===== config.mk =====
export PLATFORM = sky130hd
export DESIGN_NAME = clock_controller
export DESIGN_NICKNAME = d
export VERILOG_FILES = /design/src/rtl/clock_pkg.sv /design/src/rtl/burst_counter.sv /design/src/rtl/clock_controller.sv
export SDC_FILE = /design/constraint.sdc
export NUM_CORES = 1
export LEC_CHECK = 0
export CAP_MARGIN = 0
export CORE_MARGIN = 10
export CORE_UTILIZATION = 50
export CTS_CLUSTER_DIAMETER = 120
export DETAILED_ROUTE_END_ITERATION = 10
export PLACE_DENSITY = 0.79
export SLEW_MARGIN = 20
export SYNTH_ARGS = -nofsm -noshare
export SYNTH_HDL_FRONTEND = slang
export SYNTH_HIERARCHICAL = 1
export SYNTH_SLANG_ARGS = --single-unit

===== constraint.sdc =====
create_clock -name i_clock -period 3.3 [get_ports i_clock]
set_clock_uncertainty 0.15 [all_clocks]
set_input_delay 0.495 -clock i_clock [delete_from_list [all_inputs] [get_ports i_clock]]
set_output_delay 0.495 -clock i_clock [all_outputs]
set_load 0.005 [all_outputs]

===== src/rtl/clock_pkg.sv =====
// Shared definitions for the gated-clock sequencer: state encoding and default widths.
package clock_pkg;

    // Default width of the burst length input and burst down-counter.
    localparam int DEFAULT_COUNT_WIDTH = 16;
    // Default width of the enabled-cycle counter.
    localparam int DEFAULT_CYCLE_WIDTH = 32;

    // Sequencer states; the encoding is visible on o_state, so it is fixed explicitly.
    typedef enum logic [1:0] {
        HALTED = 2'd0,
        RUN    = 2'd1,
        STEP   = 2'd2,
        BURST  = 2'd3
    } state_e;

endpackage


===== src/rtl/burst_counter.sv =====
// Loadable down-counter holding the number of enabled cycles left in a burst.
module burst_counter
    import clock_pkg::*;
#(
    parameter int COUNT_WIDTH = DEFAULT_COUNT_WIDTH
) (
    input  logic                   i_clock,
    input  logic                   i_reset_n,
    input  logic                   i_load,
    input  logic [COUNT_WIDTH-1:0] i_value,
    input  logic                   i_dec,
    input  logic                   i_clear,
    output logic                   o_last
);

    logic [COUNT_WIDTH-1:0] count_q;
    logic [COUNT_WIDTH-1:0] count_d;

    // Next count: clear wins over load, load wins over decrement.
    always_comb begin
        count_d = count_q;
        if (i_clear) begin
            count_d = '0;
        end else if (i_load) begin
            count_d = i_value;
        end else if (i_dec) begin
            count_d = count_q - COUNT_WIDTH'(1);
        end
    end

    // Count register.
    // NOTE: sequential state uses non-blocking assignments so every register samples pre-edge values.
    always_ff @(posedge i_clock or negedge i_reset_n) begin
        if (!i_reset_n) begin
            count_q <= '0;
        end else begin
            count_q <= count_d;
        end
    end

    // The final enabled cycle of a burst is the one where the count reads 1.
    assign o_last = (count_q == COUNT_WIDTH'(1));

endmodule


===== src/rtl/clock_controller.sv =====
// Sequencer deciding when the system clock gate is enabled: free-run, single-step,
// N-cycle burst and halt. Runs on the ungated clock; o_enable feeds the gate.
module clock_controller
    import clock_pkg::*;
#(
    parameter int COUNT_WIDTH = DEFAULT_COUNT_WIDTH,
    parameter int CYCLE_WIDTH = DEFAULT_CYCLE_WIDTH
) (
    input  logic                   i_clock,
    input  logic                   i_reset_n,
    input  logic                   i_run,
    input  logic                   i_step,
    input  logic                   i_burst,
    input  logic [COUNT_WIDTH-1:0] i_count,
    input  logic                   i_halt,
    input  logic                   i_trap,
    output logic                   o_enable,
    output logic [1:0]             o_state,
    output logic                   o_done,
    output logic [CYCLE_WIDTH-1:0] o_cycles
);

    state_e                 state_q, state_d;
    logic                   enable_q, enable_d;
    logic                   done_q, done_d;
    logic [CYCLE_WIDTH-1:0] cycles_q, cycles_d;

    logic burst_load;
    logic burst_dec;
    logic burst_clear;
    logic burst_last;
    logic stop_req;

    // Either halt source forces a return to HALTED from any active state.
    assign stop_req = i_halt | i_trap;

    burst_counter #(
        .COUNT_WIDTH(COUNT_WIDTH)
    ) u_burst_counter (
        .i_clock  (i_clock),
        .i_reset_n(i_reset_n),
        .i_load   (burst_load),
        .i_value  (i_count),
        .i_dec    (burst_dec),
        .i_clear  (burst_clear),
        .o_last   (burst_last)
    );

    // Next-state, registered-output and burst-counter control decisions.
    // NOTE: every variable gets a default first so no path leaves one unassigned (no latches).
    always_comb begin
        state_d     = state_q;
        done_d      = 1'b0;
        burst_load  = 1'b0;
        burst_dec   = 1'b0;
        burst_clear = 1'b0;

        unique case (state_q)
            HALTED: begin
                // Commands only count while nothing is holding the clock stopped.
                if (!stop_req) begin
                    if (i_run) begin
                        state_d = RUN;
                    end else if (i_burst) begin
                        if (i_count != '0) begin
                            state_d    = BURST;
                            burst_load = 1'b1;
                        end else begin
                            // Zero-length burst completes at once; a held request must not
                            // produce back-to-back done pulses.
                            done_d = ~done_q;
                        end
                    end else if (i_step) begin
                        state_d = STEP;
                    end
                end
            end
            RUN: begin
                if (stop_req) begin
                    state_d = HALTED;
                    done_d  = 1'b1;
                end
            end
            STEP: begin
                // A step lasts exactly one enabled cycle whether or not a halt arrives.
                state_d = HALTED;
                done_d  = 1'b1;
            end
            BURST: begin
                if (stop_req || burst_last) begin
                    // Leftover count is discarded so the next burst starts clean.
                    state_d     = HALTED;
                    done_d      = 1'b1;
                    burst_clear = 1'b1;
                end else begin
                    burst_dec = 1'b1;
                end
            end
            default: begin
                state_d = HALTED;
            end
        endcase

        // The gate enable leads the state by nothing: it is registered alongside it.
        enable_d = (state_d != HALTED);
        cycles_d = enable_q ? (cycles_q + CYCLE_WIDTH'(1)) : cycles_q;
    end

    // State, enable, done and cycle-count registers; reset drops the enable immediately.
    always_ff @(posedge i_clock or negedge i_reset_n) begin
        if (!i_reset_n) begin
            state_q  <= HALTED;
            enable_q <= 1'b0;
            done_q   <= 1'b0;
            cycles_q <= '0;
        end else begin
            state_q  <= state_d;
            enable_q <= enable_d;
            done_q   <= done_d;
            cycles_q <= cycles_d;
        end
    end

    assign o_enable = enable_q;
    assign o_state  = state_q;
    assign o_done   = done_q;
    assign o_cycles = cycles_q;

endmodule


==> flow_metrics.env <==
export IMPL_finalSetupViolCount=0
export IMPL_final_util_pct=66.67
export IMPL_synth_ff_type="dfrtp_1"
export IMPL_cp_end_kind="flop"
export IMPL_busiest_layer="met2"
export IMPL_routed_wl_mm=6.195
export IMPL_cp_slowest_cell="or4_1"
export IMPL_yosysTopAreaCell="dfrtp_1"
export IMPL_routabilityCongestion=0.9027
export IMPL_drcViolationCount=0
export IMPL_fin_nets=337
export IMPL_period_minus_slack_ns=3.031
export IMPL_die_y_um=92.34
export IMPL_p_leak_nw=1.361
export IMPL_netlist_instances=248
export IMPL_syn_area_um2=2616
export IMPL_crit_cells=8
export IMPL_final_antenna_net_count=0
export IMPL_gr_usage_all_layers_pct=14.77
export IMPL_synth_common_cells="dfrtp_1, xnor2_1, nand2_1"
export IMPL_path_clk_slew_ns=0.11
export IMPL_ys_ff_latch=52
export IMPL_antenna_found_initial=0
export IMPL_critical_path_arrival_ns=3.06
export IMPL_die_area_um2=8526
export IMPL_drt_pass1_iterations=4
export IMPL_synth_nets=274
export IMPL_cp_slowest_stage_delay_ns=0.62
export IMPL_cts_buffer_depth=2
export IMPL_synth_seq_area_share_pct=49.74
export IMPL_max_vdd_ir_drop_mv=0.2857
export IMPL_dpl_worst_slack_ns=0.1246
export IMPL_dp_hpwl_mm=4.764
export IMPL_grt_max_degree=29
export IMPL_yosysMostFrequentCell="dfrtp_1"
export IMPL_avgSynthCellArea_um2=10.55
export IMPL_synth_area_leaders="dfrtp_1, xnor2_1, nand2_1"
export IMPL_status="finished clean"
export IMPL_clkLatencyLatePin_ns=0.31
export IMPL_area_delta_synth_final_pct=29.32
export IMPL_start_util_pct=51.55
export IMPL_crit_path_cell_trace="or4_1 > nand2b_1 > nor3_2 > nor3_1 > or3b_2 > nor3_4 > and4_2 > a2111oi_0"
export IMPL_use_met1_pct=18.22
export IMPL_fin_tns_setup_ns=0
export IMPL_drt_initial_drc_count=109
export IMPL_cp_max_fo=7
export IMPL_htreeDepth=2
export IMPL_num_rows=26
export IMPL_grt_pass1_vias=2179
export IMPL_finalCritPeriodShare_pct=91.85
export IMPL_die_x_um=92.34
export IMPL_crit_buf_inv=0
export IMPL_wire_per_inst_um=16.22
export IMPL_final_max_slew_viol_count=0
export IMPL_cp_top_family="simple AND/OR/NAND/NOR gates"
export IMPL_async_flop_share_pct=100.0
export IMPL_filler_cell_count=433
export IMPL_cts_tree="yes"
export IMPL_root_buffer="clkbuf_8"
export IMPL_clock_sinks=52
export IMPL_diodes=0
export IMPL_synth_edf_count=0
export IMPL_grt_use_met2_pct=24.82
export IMPL_cts_buffers=5
export IMPL_hold_ws_ns=0.04565
export IMPL_via_per_inst=5.531
export IMPL_finalHoldViolCount=0
export IMPL_fmax_ghz=0.3299
export IMPL_drive_above_1_share_pct=9.615
export IMPL_grt_pass1_wl_mm=10.60
export IMPL_vias=2113
export IMPL_hold_class="primary input to async pin"
export IMPL_grtUsageMet3_pct=4.358
export IMPL_maxCapViolations=0
export IMPL_synth_cell_types=47
export IMPL_worst_slack_ns=0.2690
export IMPL_yosysWarnings=6
export IMPL_tightest_slew_ns=0.6317
export IMPL_power_density_nw_per_um2=445.4
export IMPL_synth_top_area_share_pct=49.74
export IMPL_portBuffers=58
export IMPL_overflow=0
export IMPL_startpoint_type="flop"
export IMPL_path_class="flop to flop"
export IMPL_required_ns=3.33
export IMPL_rsz0062_at_grt="false"
export IMPL_core_area_um2=5075
export IMPL_ios=59
export IMPL_rr_worst_depth=8
export IMPL_max_slew_margin_pct=57.89
==> cell usage in the layout (no fill, tap or decap), drive strengths merged, types with 2 or more instances in the layout <==
cell type	count
a311oi	3
a2111oi	2
buf	6
o21a	2
nand3	16
clkinv	2
o21ai	3
and4	6
nand4	5
nor4	13
a21oi	8
clkbuf	5
or4	3
xnor2	31
xor2	9
clkdlybuf4s50	57
and3	4
or3b	2
nor3	9
or2	3
nand2	23
nor2	19
inv	6
ha	3
a211oi	8
dfrtp	52
==> state kept, by name, summed over array words and instances, names as in the netlist <==
name	flops
o_cycles	32
u_burst_counter/count_q	16
o_state	2
o_done	1
o_enable	1
==> cells by family (layout without fill, tap and decap cells) <==
kind of cell | after synthesis | after routing | synth area share [%]
AO/OA/AOI/OAI | 31 | 31 | 8.083
flip-flops | 52 | 52 | 49.74
buffers and inverters | 13 | 77 | 2.200
multiplexers | 2 | 2 | 0.8130
XOR/XNOR | 40 | 40 | 13.39
adder cells (fa/ha/maj) | 3 | 3 | 1.435
AND/OR/NAND/NOR | 107 | 107 | 24.34
==> metrics by stage <==
step	area, um^2	cells	power, W
2_1_floorplan	2616	248	0.0009732
6_report	3383	382	0.001507
4_1_cts	3378	382	0.001520
3_3_place_gp	3282	374	0.001117
5_1_grt	3383	382	0.001599
3_5_place_dp	3282	374	0.001135
==> timing repair <==
action	in CTS	in global routing
buffers inserted	0	0
resized for setup	0	1
setup endpoints to repair	0	1
hold buffers	0	0
==> layout make-up <==
cell class | instances | area [um^2] | share of cell area, %
tap | 70 | 87.58 | 2.589
timing repair buffer | 63 | 613.1 | 18.12
clock buffer | 5 | 68.82 | 2.034
clock inverter | 3 | 27.53 | 0.8136
multi-input combinational | 183 | 1262 | 37.32
sequential | 52 | 1301 | 38.46
inverter | 6 | 22.52 | 0.6657
==> where the power goes <==
part / internal (W) / switching (W) / total [W]
registers: 0.000722 / 0.000104 / 0.000826
clock network: 0.000156 / 0.000226 / 0.000382
logic: 0.000176 / 0.000122 / 0.000298
==> routing by layer <==
layer,routed length [um],share of wire [%],up-vias
li1,-,-,1014
met1,2755,44,1034
met2,3016,49,58
met3,368,5.9,7
met4,55,0.89,0
met5,0,0,-
==> final timing paths <==
check / startpoint / endpoint / slack, ns
setup / recovery: u_burst_counter/count_q[9]$_DFFE_PN0P_ / u_burst_counter/count_q[13]$_DFFE_PN0P_ / 0.27
hold / removal: i_reset_n / o_cycles[7]$_DFFE_PN0P_ / 0.05
setup reg to reg: u_burst_counter/count_q[9]$_DFFE_PN0P_ / u_burst_counter/count_q[13]$_DFFE_PN0P_ / 0.27
hold reg to reg: o_cycles[31]$_DFFE_PN0P_ / o_cycles[31]$_DFFE_PN0P_ / 0.33
max in group asynchronous: i_reset_n / o_cycles[3]$_DFFE_PN0P_ / 2.20
min in group i_clock: o_cycles[31]$_DFFE_PN0P_ / o_cycles[31]$_DFFE_PN0P_ / 0.33
Power figures use the tool's default switching activity.
